`config.mk`:
```
export PLATFORM = sky130hd
export DESIGN_NAME = mem_port_arbiter_flat
export DESIGN_NICKNAME = d
export VERILOG_FILES = /design/src/rtl/mem_port_arbiter_pkg.sv /design/src/rtl/mem_port_arbiter_if.sv /design/src/rtl/mem_port_arbiter.sv /design/src/flat_wrapper.sv
export SDC_FILE = /design/constraint.sdc
export NUM_CORES = 1
export LEC_CHECK = 0
export ABC_AREA = 1
export CORE_AREA = 2 2 114 116
export DETAILED_ROUTE_END_ITERATION = 12
export DIE_AREA = 0 0 116 118
export PLACE_DENSITY = 0.74
export SLEW_MARGIN = 15
export SYNTH_ARGS = -nofsm -noshare
export SYNTH_HDL_FRONTEND = slang
export SYNTH_SLANG_ARGS = --single-unit
```
`constraint.sdc`:
```
create_clock -name clk -period 2.6 [get_ports clk]
set_input_delay 0.52 -clock clk [delete_from_list [all_inputs] [get_ports clk]]
set_output_delay 0.52 -clock clk [all_outputs]
set_load 0.01 [all_outputs]
```
`src/rtl/mem_port_arbiter_pkg.sv`:
```
// Shared types for the memory port arbiter: FSM state encoding, the latched
// request layout and the bus widths used by the arbiter and its interface.
package mem_port_arbiter_pkg;

    localparam int ADDR_WIDTH = 32;
    localparam int DATA_WIDTH = 32;
    localparam int MBE_WIDTH  = DATA_WIDTH / 8;

    typedef enum logic [1:0] {
        ARB_IDLE,
        ARB_INST,
        ARB_DATA
    } arb_state_t;

    // One outstanding request as it is presented on the shared memory port.
    typedef struct packed {
        logic                  read;
        logic                  write;
        logic [MBE_WIDTH-1:0]  mbe;
        logic [ADDR_WIDTH-1:0] addr;
        logic [DATA_WIDTH-1:0] wdata;
    } mem_req_t;

    // An all-zero request means the port is quiet.
    localparam mem_req_t REQ_NONE = '0;

endpackage

```
`src/rtl/mem_port_arbiter_if.sv`:
```
// Bundle of the fetch, load/store and memory-port signals around the arbiter.
// The slave view is the arbiter itself; the master view is everything around
// it (core requesters plus the memory hierarchy).
interface mem_port_arbiter_if;
    import mem_port_arbiter_pkg::*;

    logic                  flush_i;

    logic                  inst_read_i;
    logic [ADDR_WIDTH-1:0] inst_addr_i;
    logic                  inst_resp_o;
    logic [DATA_WIDTH-1:0] inst_rdata_o;

    logic                  data_read_i;
    logic                  data_write_i;
    logic [MBE_WIDTH-1:0]  data_mbe_i;
    logic [ADDR_WIDTH-1:0] data_addr_i;
    logic [DATA_WIDTH-1:0] data_wdata_i;
    logic                  data_resp_o;
    logic [DATA_WIDTH-1:0] data_rdata_o;

    logic                  mem_read_o;
    logic                  mem_write_o;
    logic [MBE_WIDTH-1:0]  mem_mbe_o;
    logic [ADDR_WIDTH-1:0] mem_addr_o;
    logic [DATA_WIDTH-1:0] mem_wdata_o;
    logic                  mem_resp_i;
    logic [DATA_WIDTH-1:0] mem_rdata_i;

    modport slave (
        input  flush_i,
        input  inst_read_i, inst_addr_i,
        output inst_resp_o, inst_rdata_o,
        input  data_read_i, data_write_i, data_mbe_i, data_addr_i, data_wdata_i,
        output data_resp_o, data_rdata_o,
        output mem_read_o, mem_write_o, mem_mbe_o, mem_addr_o, mem_wdata_o,
        input  mem_resp_i, mem_rdata_i
    );

    modport master (
        output flush_i,
        output inst_read_i, inst_addr_i,
        input  inst_resp_o, inst_rdata_o,
        output data_read_i, data_write_i, data_mbe_i, data_addr_i, data_wdata_i,
        input  data_resp_o, data_rdata_o,
        input  mem_read_o, mem_write_o, mem_mbe_o, mem_addr_o, mem_wdata_o,
        output mem_resp_i, mem_rdata_i
    );

endinterface

```
`src/rtl/mem_port_arbiter.sv`:
```
// Arbitrates the single memory port between instruction fetch and load/store.
// Data wins by default; after STARVE_LIMIT data grants with a fetch waiting,
// the fetch is forced through. A flushed fetch still completes on the port
// but its response is swallowed.
module mem_port_arbiter
    import mem_port_arbiter_pkg::*;
#(
    parameter int STARVE_LIMIT = 4
) (
    input logic               clk,
    input logic               rst,
    mem_port_arbiter_if.slave bus
);

    localparam int CNT_W = $clog2(STARVE_LIMIT + 1);
    localparam logic [CNT_W-1:0] CNT_MAX = CNT_W'(STARVE_LIMIT);

    arb_state_t       state_q, state_d;
    mem_req_t         req_q, req_d;
    logic [CNT_W-1:0] starve_cnt_q, starve_cnt_d;
    logic             squash_q, squash_d;

    logic             data_pending;
    logic             fetch_starved;

    assign data_pending  = bus.data_read_i | bus.data_write_i;
    assign fetch_starved = bus.inst_read_i && (starve_cnt_q == CNT_MAX);

    // Next-state, grant, starvation and squash decisions.
    always_comb begin
        state_d      = state_q;
        req_d        = req_q;
        squash_d     = squash_q;
        starve_cnt_d = bus.inst_read_i ? starve_cnt_q : '0;

        case (state_q)
            ARB_IDLE: begin
                if (data_pending && !fetch_starved) begin
                    state_d       = ARB_DATA;
                    req_d.write   = bus.data_write_i;
                    req_d.read    = bus.data_read_i && !bus.data_write_i;
                    req_d.mbe     = bus.data_mbe_i;
                    req_d.addr    = bus.data_addr_i;
                    req_d.wdata   = bus.data_wdata_i;
                    if (bus.inst_read_i) begin
                        starve_cnt_d = (starve_cnt_q == CNT_MAX) ? CNT_MAX
                                                                 : starve_cnt_q + CNT_W'(1);
                    end
                end else if (bus.inst_read_i) begin
                    state_d      = ARB_INST;
                    req_d.read   = 1'b1;
                    req_d.write  = 1'b0;
                    req_d.mbe    = '0;
                    req_d.addr   = bus.inst_addr_i;
                    req_d.wdata  = '0;
                    starve_cnt_d = '0;
                    squash_d     = bus.flush_i;
                end
            end
            ARB_INST: begin
                if (bus.mem_resp_i) begin
                    state_d  = ARB_IDLE;
                    req_d    = REQ_NONE;
                    squash_d = 1'b0;
                end else if (bus.flush_i) begin
                    squash_d = 1'b1;
                end
            end
            ARB_DATA: begin
                if (bus.mem_resp_i) begin
                    state_d = ARB_IDLE;
                    req_d   = REQ_NONE;
                end
            end
            default: begin
                state_d = ARB_IDLE;
                req_d   = REQ_NONE;
            end
        endcase
    end

    // Register the FSM, the latched port request, starvation count and squash.
    always_ff @(posedge clk) begin
        if (rst) begin
            state_q      <= ARB_IDLE;
            req_q        <= REQ_NONE;
            starve_cnt_q <= '0;
            squash_q     <= 1'b0;
        end else begin
            state_q      <= state_d;
            req_q        <= req_d;
            starve_cnt_q <= starve_cnt_d;
            squash_q     <= squash_d;
        end
    end

    assign bus.mem_read_o   = req_q.read;
    assign bus.mem_write_o  = req_q.write;
    assign bus.mem_mbe_o    = req_q.mbe;
    assign bus.mem_addr_o   = req_q.addr;
    assign bus.mem_wdata_o  = req_q.wdata;

    assign bus.inst_rdata_o = bus.mem_rdata_i;
    assign bus.data_rdata_o = bus.mem_rdata_i;
    assign bus.inst_resp_o  = (state_q == ARB_INST) && bus.mem_resp_i && !squash_q;
    assign bus.data_resp_o  = (state_q == ARB_DATA) && bus.mem_resp_i;

    // A load and a store at once is a requester bug; the RTL treats it as a store.
    illegal_data_op: assert property (@(posedge clk) disable iff (rst)
        !(bus.data_read_i && bus.data_write_i));

endmodule

```
`src/flat_wrapper.sv`:
```
// flat-port wrapper written by rule: the top's interface ports become plain ports
module mem_port_arbiter_flat import mem_port_arbiter_pkg::*;
#(
    parameter int STARVE_LIMIT = 4
)
  (clk, rst, bus_flush_i, bus_inst_read_i, bus_inst_addr_i, bus_inst_resp_o, bus_inst_rdata_o, bus_data_read_i, bus_data_write_i, bus_data_mbe_i, bus_data_addr_i, bus_data_wdata_i, bus_data_resp_o, bus_data_rdata_o, bus_mem_read_o, bus_mem_write_o, bus_mem_mbe_o, bus_mem_addr_o, bus_mem_wdata_o, bus_mem_resp_i, bus_mem_rdata_i);
  mem_port_arbiter_if bus_i ();
  input logic clk;
  input logic rst;
  input wire logic [$bits(bus_i.flush_i)-1:0] bus_flush_i;
  input wire logic [$bits(bus_i.inst_read_i)-1:0] bus_inst_read_i;
  input wire logic [$bits(bus_i.inst_addr_i)-1:0] bus_inst_addr_i;
  output wire logic [$bits(bus_i.inst_resp_o)-1:0] bus_inst_resp_o;
  output wire logic [$bits(bus_i.inst_rdata_o)-1:0] bus_inst_rdata_o;
  input wire logic [$bits(bus_i.data_read_i)-1:0] bus_data_read_i;
  input wire logic [$bits(bus_i.data_write_i)-1:0] bus_data_write_i;
  input wire logic [$bits(bus_i.data_mbe_i)-1:0] bus_data_mbe_i;
  input wire logic [$bits(bus_i.data_addr_i)-1:0] bus_data_addr_i;
  input wire logic [$bits(bus_i.data_wdata_i)-1:0] bus_data_wdata_i;
  output wire logic [$bits(bus_i.data_resp_o)-1:0] bus_data_resp_o;
  output wire logic [$bits(bus_i.data_rdata_o)-1:0] bus_data_rdata_o;
  output wire logic [$bits(bus_i.mem_read_o)-1:0] bus_mem_read_o;
  output wire logic [$bits(bus_i.mem_write_o)-1:0] bus_mem_write_o;
  output wire logic [$bits(bus_i.mem_mbe_o)-1:0] bus_mem_mbe_o;
  output wire logic [$bits(bus_i.mem_addr_o)-1:0] bus_mem_addr_o;
  output wire logic [$bits(bus_i.mem_wdata_o)-1:0] bus_mem_wdata_o;
  input wire logic [$bits(bus_i.mem_resp_i)-1:0] bus_mem_resp_i;
  input wire logic [$bits(bus_i.mem_rdata_i)-1:0] bus_mem_rdata_i;
  assign bus_i.flush_i = bus_flush_i;
  assign bus_i.inst_read_i = bus_inst_read_i;
  assign bus_i.inst_addr_i = bus_inst_addr_i;
  assign bus_inst_resp_o = bus_i.inst_resp_o;
  assign bus_inst_rdata_o = bus_i.inst_rdata_o;
  assign bus_i.data_read_i = bus_data_read_i;
  assign bus_i.data_write_i = bus_data_write_i;
  assign bus_i.data_mbe_i = bus_data_mbe_i;
  assign bus_i.data_addr_i = bus_data_addr_i;
  assign bus_i.data_wdata_i = bus_data_wdata_i;
  assign bus_data_resp_o = bus_i.data_resp_o;
  assign bus_data_rdata_o = bus_i.data_rdata_o;
  assign bus_mem_read_o = bus_i.mem_read_o;
  assign bus_mem_write_o = bus_i.mem_write_o;
  assign bus_mem_mbe_o = bus_i.mem_mbe_o;
  assign bus_mem_addr_o = bus_i.mem_addr_o;
  assign bus_mem_wdata_o = bus_i.mem_wdata_o;
  assign bus_i.mem_resp_i = bus_mem_resp_i;
  assign bus_i.mem_rdata_i = bus_mem_rdata_i;
  mem_port_arbiter #(.STARVE_LIMIT(STARVE_LIMIT)) u_core (.clk(clk), .rst(rst), .bus(bus_i));
endmodule
```
* Word-level counts from Yosys, hierarchy flattened
Cells that the tools add are included.
W data, S select, Z words.
** Cells by class
- Add/subtract/negate cells :: 1
- Eq/ne operators :: 8
- Multiplexer cells :: 19
- Bitwise logic cells :: 1
- Reduce and logical (&&, ||, !) cells :: 14
** Operator list (count)
- $mux W70 :: 3
- $pmux W70 S2 :: 1
- $mux W3 :: 6
- $logic_and A1 B1 Y1 :: 6
- $mux W2 :: 3
- $mux W1 :: 4
- $ne A2 B2 Y1 const B :: 2
- $pmux W2 S2 :: 1
- $reduce_and A4 Y1 :: 1
- $add A3 B1 Y3 const B :: 1
- $eq A3 B3 Y1 const B :: 1
- $logic_not A1 Y1 :: 3
- $ne A3 B2 Y1 const B :: 1
- $ne A3 B3 Y1 const B :: 1
- $eq A2 B1 Y1 const B :: 1
- $eq A2 B2 Y1 const B :: 1
- $logic_not A2 Y1 :: 1
- $ne A2 B1 Y1 const B :: 1
- $pmux W1 S2 :: 1
- $reduce_and A2 Y1 :: 1
- $reduce_bool A2 Y1 :: 1
- $reduce_or A2 Y1 :: 1
- $or A1 B1 Y1 :: 1
** Word-level totals
- Register bits :: 76
- Input bits :: 139

* Longest topological paths before layout
Gate-level depths: netlist (run 1).
- Word-level depth :: 6
- Gate-level depth with buffers :: 11
- Mapped depth without buffers :: 9

* Least setup slack after synthesis (run 1)
Ideal clock, no wire load.
- Path type :: register -> register
- Start :: reg u_core.state_q[0]
- End :: reg u_core.req_q (netlist bit u_core.bus.mem_addr_o[22])
- Library setup time :: 109 ps
- Arrival time :: 1374 ps
- Data required time :: 2491 ps
- Slack :: 1117 ps
- Stages on the path, launching flop included :: 11
- Path buffers :: 2
- Clock period less this slack :: 1483 ps
- Cells stage by stage :: dfxtp_1 -> inv_1 -> ha_1 -> buf_4 -> inv_4 -> nor2_4 -> a21oi_4 -> buf_6 -> nand3_1 -> nand2_1 -> inv_1
** On the way
- Word-level cells in the longest chain between the ends :: 4
- Elaborated cells between the ends (all ways) :: 8
- Classes of those cells :: 4 x eq/ne; 1 x mux; 3 x reduce/logical
** Ends and longest elaborated chain
- from (decl) :: RTL line mem_port_arbiter.sv:18 : arb_state_t state_q, state_d;
- from (signal assigned) :: RTL line mem_port_arbiter.sv:90 : state_q <= state_d;
- $eq A2 B2 Y1 / $eq A2 B1 Y1 (equally long branches) :: RTL line mem_port_arbiter.sv:36 : case (state_q)
- $reduce_or A2 Y1 (no source line)
- $ne A2 B1 Y1 (no source line)
- $reduce_and A2 Y1 (no source line)
- to (signal assigned) :: RTL line mem_port_arbiter.sv:91 : req_q <= req_d;
- to (decl) :: RTL line mem_port_arbiter.sv:19 : mem_req_t req_q, req_d;
Several ways; a longest one is shown, not always the timed one.
A chain may end at the register's enable or synchronous reset.

* Final worst setup path (run 1)
- Start :: in bus_mem_resp_i
- End :: out bus_inst_resp_o
** On the way
- Word-level cells in the longest chain between the ends :: 2
** Ends and longest elaborated chain
- from (decl) :: RTL line flat_wrapper.sv:27 : input wire logic [$bits(bus_i.mem_resp_i)-1:0] bus_mem_resp_i;
- $logic_and A1 B1 Y1 (2 in a row) :: RTL line mem_port_arbiter.sv:105 : assign bus.inst_resp_o = (state_q == ARB_INST) && bus.mem_resp_i && !squash_q;
- to (decl) :: RTL line flat_wrapper.sv:13 : output wire logic [$bits(bus_i.inst_resp_o)-1:0] bus_inst_resp_o;
No other way between the ends.

==> results of run 1 <==
[synthesized netlist by cell type]
master                     count
sky130_fd_sc_hd__buf_2         9
sky130_fd_sc_hd__buf_4        70
sky130_fd_sc_hd__nor3_1        1
sky130_fd_sc_hd__a21oi_2       9
sky130_fd_sc_hd__nand4_1      32
sky130_fd_sc_hd__clkbuf_1     17
sky130_fd_sc_hd__inv_1        78
sky130_fd_sc_hd__a21oi_1      66
sky130_fd_sc_hd__o21ai_0       3
sky130_fd_sc_hd__ha_1          5
sky130_fd_sc_hd__nor2_1        9
sky130_fd_sc_hd__inv_4         1
sky130_fd_sc_hd__inv_2         1
sky130_fd_sc_hd__nor2_4        2
sky130_fd_sc_hd__nand3_1     105
sky130_fd_sc_hd__buf_6         9
sky130_fd_sc_hd__nand2_1      88
sky130_fd_sc_hd__a21oi_4       1
sky130_fd_sc_hd__dfxtp_1      76
sky130_fd_sc_hd__nand2_4       2
sky130_fd_sc_hd__nand3_2       1
sky130_fd_sc_hd__buf_1         2
sky130_fd_sc_hd__nand2_2       3
[kinds of logic after synthesis]
group | share of synthesized area
adders and majority gates | 0.0148
DFF | 0.359
AOI/OAI and AO/OA | 0.104
buffers and inverters | 0.247
and+or+nand+nor | 0.276
[final timing paths]
kind	startpoint	end	depth (start not counted)
setup / recovery	bus_mem_resp_i	bus_inst_resp_o	4
hold / removal	u_core.bus.mem_wdata_o[7]	u_core.bus.mem_wdata_o[7]	2
setup reg to reg	u_core.state_q[0]	u_core.bus.mem_addr_o[0]	9
hold reg to reg	u_core.bus.mem_wdata_o[7]	u_core.bus.mem_wdata_o[7]	2
[flip-flops by register name (all words and copies together) (netlist names)]
name	cells
u_core.bus.mem_addr_o	32
u_core.bus.mem_wdata_o	32
u_core.bus.mem_mbe_o	4
u_core.starve_cnt_q	3
u_core.state_q	2
u_core.bus.mem_read_o	1
u_core.bus.mem_write_o	1
u_core.squash_q	1
[critical path, cell delays in order]
cell and delay, ns:
sky130_fd_sc_hd__clkdlybuf4s50_1 0.50, sky130_fd_sc_hd__inv_1 0.09, sky130_fd_sc_hd__nor3_1 0.13, sky130_fd_sc_hd__clkdlybuf4s50_1 0.57
[routing by layer]
metal / wire [um] / up-vias
met5: 0 / -
met4: 235 / 0
met3: 1310 / 24
met2: 5060 / 184
met1: 5070 / 1769
li1: - / 2038
[stage by stage]
| stage | utilization | cell area [um^2] | worst slack (ns) | std cells | hold WS (ns) |
|---|---|---|---|---|---|
| floorplan | - | 4240 | 1.12 | 590 | 0.453 |
| global placement | 0.453 | 5620 | 0.232 | 844 | 0.451 |
| detailed placement | 0.453 | 5620 | 0.245 | 844 | 0.455 |
| CTS | 0.481 | 5970 | 0.245 | 860 | 0.464 |
| global route | 0.481 | 5970 | 0.214 | 860 | 0.487 |
| finish | 0.481 | 5970 | 0.267 | 860 | 0.463 |
[where the power goes]
group,internal (mW),switching (mW),total [mW],leakage [nW]
clock network,0.964,0.500,1.46,0.169
registers,1.36,0.0977,1.46,0.626
logic,0.775,0.836,1.61,1.74
[final cells by class]
class	instances	area, um^2
sequential	76	1520
tap	172	215
fill	1209	6440
clock buffer	10	239
clock inverter	6	111
inverter	80	303
multi-input combinational	327	1670
timing repair buffer	189	1910
==> results, run 1 <==
- The run finished with clean final reports.
- The largest total area in the synthesized netlist belongs to sky130_fd_sc_hd__dfxtp_1.
- The number of instances resized during post-cts repair is 0.
- The wire length of the first global-routing pass is 18400 um.
- The worst IR drop on VDD is 0.000326 V.
- The first TritonRoute pass finished after 6 iterations.
- Measured along the x axis, the die boundary spans 116 um.
- In the finished design, the share of the clock period the worst path needs comes to 0.897.
- By startpoint and endpoint, the worst setup path is classified as in -> out.
- The data arrival time of the critical path is 1.81 ns.
- Measured along the y axis, the die boundary spans 118 um.
- The number of nets in the synthesized netlist is 734.
- The final net count is 827.
- The detail route stage leaves a number of antenna-violating nets equal to 0.
- The first routing iteration left 227 violations.
- The worst endpoint required time is 2.08 ns.
- For the pin with the worst max-slew slack, the measured transition is 0.699 ns.
- Setup repair after global routing left no endpoint under its margin.
- The wire length per cell after detailed routing is 13.6 um.
- In this run the count of I/O pins placed on the die edge is 275.
- The number of storage elements in the synthesis netlist is 76.
- For this design the ratio of total power to cell area is 759 nW/um^2.
- The buffers inserted during post-CTS setup optimization is 0.
- The most common library cell in the layout ignoring fill and taps is sky130_fd_sc_hd__clkdlybuf4s50_1.
- Sorting the synthesized cells by area gives the leading types as sky130_fd_sc_hd__dfxtp_1 36%, sky130_fd_sc_hd__buf_4 12%, sky130_fd_sc_hd__nand3_1 12%, sky130_fd_sc_hd__a21oi_1 7.8%, sky130_fd_sc_hd__nand2_1 7.8%.
- The most congested layer reported by global routing is met2.
- The initial cell density of the core is 0.341.
- The via count of the first global-routing pass was 3781.
- The floorplan step defined a die boundary enclosing 13700 um^2.
- The number of hold-repair buffers added at the cts stage is 0.
- Summed over all cells, the static leakage comes to 2.53 nW.
- The layout cell share with drive strength beyond 1 is 0.0712.
- In the global route stage, met3 resource usage came out at 0.0633.
- The count of standard-cell rows is 41.
- The number of antenna violations at the first check in global routing is 0.
- The buffer cell driving the clock tree root is sky130_fd_sc_hd__clkbuf_16.
- The nature of the critical path startpoint is an input pin.
- The final route contains 4015 vias.
- TritonCTS created 9 clock buffers.
- The TritonCTS sink count is 76.
- The sequential cell area fraction in the yosys report is 0.359.
- In the synthesized netlist, the number of instances is 590.
- The remaining routing DRC violations is 0.
- The total negative slack is 0 ns.
- The maximum level of the CTS H-tree is 3.
- STA classifies the critical path endpoint as an output port.
- The met2 routing resource usage after global routing is 0.266.
- The worst max-slew margin expressed relative to the limit is 0.534.
- The via density per instance is 4.67.
- The maximum number of buffers from clock root to sink is 2.
- The routing usage on met1 is 0.204.
- The clock edge transition at the registers on the reported setup and hold paths is 0.06 ns.
- The top cell types in the final layout, fill and taps aside, are 177 x sky130_fd_sc_hd__clkdlybuf4s50_1, 105 x sky130_fd_sc_hd__nand3_1, 88 x sky130_fd_sc_hd__nand2_1.
- At the end of routability-driven placement, the weighted congestion stood at 0.719.
- The largest net degree at the start of global routing is 71.
- Synthesis instantiated 23 different standard cells from the library.
- The final-report max-slew violation count is 0.
- The placeable core area is 12400 um^2.
- Along the worst path, the maximum fanout reaches 3.
- The final total power is 4.54 mW.
- The clock period minus final worst setup slack is 2.33 ns.
- The total count of hold-check failures in the final report is 0.
- The number of antenna diodes is 0.
- From synthesis to final layout, the design area changed by 40.9%.
- Max-cap violations in this run came to 0.
- Setup violations remaining at the end of the flow were counted as 0.
- The clock tree from TritonCTS is built.
- The setup slack on the worst flop-to-flop path is 0.81 ns.
- The cell area that synthesis handed to floorplanning was 4240 um^2.
- The final wirelength is 11700 um.
- The number of I/O port buffers is 178.
- Global routing finished with a remaining overflow of 0.
- The clock arrives with 0.00674 ns of skew.
- The clock latency at the later pin of the worst-skew pair is 0.34 ns.
- The average instance area after synthesis is 7.18 um^2.
- For this run, the top clock speed supported by timing is 429 MHz.
- The total routing resource utilization after global routing is 0.169.
- Once detailed placement completed, the half-perimeter wirelength came to 7850 um.
- The synthesis warning total is 0.
- The type of the tightest min-delay check is reg -> reg.
- Of the post-synthesis cell area, the dominant cell type holds 0.359.
Power figures use the tool's default switching activity.
==> run 2: changes to the inputs <==
- CORE_AREA: 2 2 114 116 -> 2 2 106 108
- CTS_CLUSTER_DIAMETER: default -> 120
- DIE_AREA: 0 0 116 118 -> 0 0 108 110
- PLACE_DENSITY: 0.74 -> 0.85
==> run 2 against run 1 <==
Against the previous run: flip-flop and latch count stayed put; first-iteration DRC count shrank 0.88%; final area decreased by 3.5%; clock skew is 0.0051 ns higher; die area fell by 13%; maximum frequency is essentially flat; global-route usage up 2.7 points; combinational power about the same; largest cell class unchanged; critical path depth is the same; register-to-register slack improved by 0.03 ns.
==> results, run 2 (synthesis results as in run 1) <==
- The endpoint class of the critical path is an output port.
- The via count of the first global-routing pass is 3935 (+4.1%).
- The buffers inserted during post-CTS setup optimization is 0 (unchanged).
- The placeable core area was 10700 um^2 (-14%).
- The remaining routing DRC violations is 0 (unchanged).
- The height of the chip is 110 um (-6.8%).
- The total congestion overflow after global routing is 0 (unchanged).
- The number of maximum-capacitance violations is 0 (unchanged).
- The nature of the critical path startpoint is an input pin.
- By startpoint and endpoint, the worst setup path is classified as in -> out.
- The total half-perimeter wirelength after legalization and detailed placement came to 7910 um (+0.80%).
- The initial cell density of the core was 0.396 (+0.0548).
- The clock edge transition at the registers on the reported setup and hold paths came to 0.08 ns (+0.02 ns).
- The count of standard-cell rows is 38 (-7.3%).
- The die area was 11900 um^2 (-13%).
- The worst max-slew margin expressed relative to the limit is 0.505 (-0.0294).
- The leakage power total is 2.46 nW (-2.8%).
- The area growth from synthesis to layout is 36.0%.
- The count of TritonRoute iterations in the first routing pass is 4 (-2).
- The multi-input combinational cell area came to 1670 um^2 (unchanged).
- The number of fillers in the final layout is 1017 (-16%).
- The number of buffers and inverters on the critical path is 3 (unchanged).
- The worst hold path belongs to the class reg -> reg.
- The wire length per cell after detailed routing was 14.0 um (+2.9%).
- Leaving out fill and tap cells, the most frequent cell in the layout is sky130_fd_sc_hd__clkdlybuf4s50_1.
- The critical path goes through clkdlybuf4s50_1, inv_1, nor3_1, clkdlybuf4s50_1.
- The routability-driven placement congestion ratio is 0.772 (+7.5%).
- The clock latency at the later pin of the worst-skew pair came to 0.34 ns (about the same).
- The number of antenna diodes is 0 (unchanged).
- The horizontal die dimension is 108 um (-6.9%).
- The final wirelength came to 11600 um (-0.71%).
- The critical path's slowest cell is sky130_fd_sc_hd__clkdlybuf4s50_1.
- The power per cell area is 684 nW/um^2 (-9.9%).
- The count of vias placed by the detailed router was 4073 (+1.4%).
- The most frequent cell on the critical path is sky130_fd_sc_hd__clkdlybuf4s50_1.
- The number of antenna violations at the first check in global routing is 0 (unchanged).
- The fmax is 429 MHz (about the same).
- The final-report max-slew violation count is 0 (unchanged).
- The layout cell share with drive strength beyond 1 is 0.0725 (+0.00124).
- The maximum level of the CTS H-tree is 3 (unchanged).
- The largest net degree at the start of global routing is 71 (unchanged).
- The worst endpoint required time is 2.08 ns (about the same).
- The wire length of the first global-routing pass is 18600 um (+1.3%).
- The slew at the pin closest to its max-slew limit is 0.743 ns (+0.0440 ns).
- The via density per instance is 4.91 (+5.1%).
- The number of buffers created by CTS was 9 (unchanged).
- The number of hold-repair buffers added at the cts stage came to 0 (unchanged).
- The largest fanout of any net on the critical path was 3 (unchanged).
- The final critical-path share of the clock period is 0.897 (about the same).
- The total count of hold-check failures in the final report was 0 (unchanged).
- The worst setup slack before clock tree synthesis was 0.267 ns (+0.0217 ns).
- The number of failing setup endpoints in the final timing report is 0 (unchanged).
- The total negative slack is 0 ns (unchanged).
- The violation count after the first detailed-routing iteration came to 225 (-0.88%).
- The count of non-filler cells in the finished layout came to 830 (-3.5%).
- Setup repair after global routing left no endpoint under its margin.
- The number of instances resized during post-cts repair was 0 (unchanged).
- The data arrival time of the critical path came to 1.81 ns (about the same).
- The final critical-path setup slack is 0.268 ns (+0.00130 ns).
- The dominant delay contributor by cell family on the critical path is buffers and inverters.
- The clock period minus final worst setup slack is 2.33 ns (-0.00130 ns).
- The buffer cell driving the clock tree root is sky130_fd_sc_hd__clkbuf_8.
- The maximum clock skew at final layout came to 0.0118 ns (+0.00509 ns).
- The run finished with clean final reports.
- The maximum number of buffers from clock root to sink is 2 (unchanged).
- The largest incremental delay on the critical path came to 0.57 ns (about the same).
- The count of antenna-violating nets left after detailed routing was 0 (unchanged).
- The flip-flop and latch area is 1520 um^2 (unchanged).
- The final net count is 829 (+0.24%).
- The total routing resource utilization after global routing came to 0.196 (+0.0272).
- The worst IR drop on VDD is 0.000395 V (+21%).
- The TritonCTS sink count came to 76 (unchanged).
- In the layout the commonest cells are 177 x sky130_fd_sc_hd__clkdlybuf4s50_1, 105 x sky130_fd_sc_hd__nand3_1, 88 x sky130_fd_sc_hd__nand2_1.
- The number of top-level pins came to 275 (unchanged).
- TritonCTS built the clock tree.
- The total instance count after detailed placement is 814 (-3.6%).
- The number of I/O port buffers is 178 (unchanged).
[run 2: cell types whose count changed in the layout (fill, tap and decap cells not counted)]
cell | before | now
sky130_fd_sc_hd__buf_12 | 4 | 2
sky130_fd_sc_hd__buf_4 | 7 | 11
sky130_fd_sc_hd__bufinv_16 | 3 | 1
sky130_fd_sc_hd__clkbuf_1 | 0 | 1
sky130_fd_sc_hd__clkbuf_16 | 9 | 0
sky130_fd_sc_hd__clkbuf_8 | 1 | 9
sky130_fd_sc_hd__clkinv_2 | 1 | 2
sky130_fd_sc_hd__clkinv_4 | 1 | 2
[run 2: path summary, 6_finish.rpt]
kind / from / to / slack [ns] / cells after the start
worst max register to register: u_core.state_q[0] / u_core.bus.mem_addr_o[0] / 0.84 / 7
worst max-delay path: bus_mem_resp_i / bus_inst_resp_o / 0.27 / 4
worst min-delay path: u_core.bus.mem_wdata_o[17] / u_core.bus.mem_wdata_o[17] / 0.47 / 2
worst min register to register: u_core.bus.mem_wdata_o[17] / u_core.bus.mem_wdata_o[17] / 0.47 / 2
[run 2: worst reg2reg max path: stages, from the launching register on]
cell	delay, ns
sky130_fd_sc_hd__dfxtp_1	0.34
sky130_fd_sc_hd__inv_1	0.09
sky130_fd_sc_hd__ha_2	0.21
sky130_fd_sc_hd__buf_4	0.55
sky130_fd_sc_hd__nand4_1	0.31
sky130_fd_sc_hd__nand3_1	0.13
sky130_fd_sc_hd__nand2_1	0.05
sky130_fd_sc_hd__inv_1	0.04
[run 2: metrics by stage]
stage                     utilization  instance area [um^2]  hold WS [ns]  power [mW]
final                           0.539                  5770         0.467        3.95
after global routing            0.539                  5770         0.490        4.24
after CTS                       0.539                  5770         0.469        4.02
after detailed placement        0.521                  5570         0.457        3.10
after global placement          0.521                  5570         0.451        3.07
after floorplan                     -                  4240         0.453        2.52
[run 2: layer usage]
metal / track usage / part of all wire
met1: 0.226 / 0.41
met2: 0.335 / 0.47
met3: 0.0847 / 0.12
met4: 0.0513 / 0.010
met5: 0 / 0
[run 2: power by group]
part	total [mW]	leakage, nW	internal, mW	switching, mW
registers	1.46	0.626	1.36	0.0961
clock network	0.888	0.0962	0.444	0.444
logic	1.60	1.74	0.765	0.836
[run 2: layout make-up]
cell class / count / area share
multi-input combinational: 327 / 0.290
clock buffer: 10 / 0.0221
inverter: 80 / 0.0525
clock inverter: 6 / 0.0113
tap: 140 / 0.0304
sequential: 76 / 0.264
timing repair buffer: 191 / 0.329
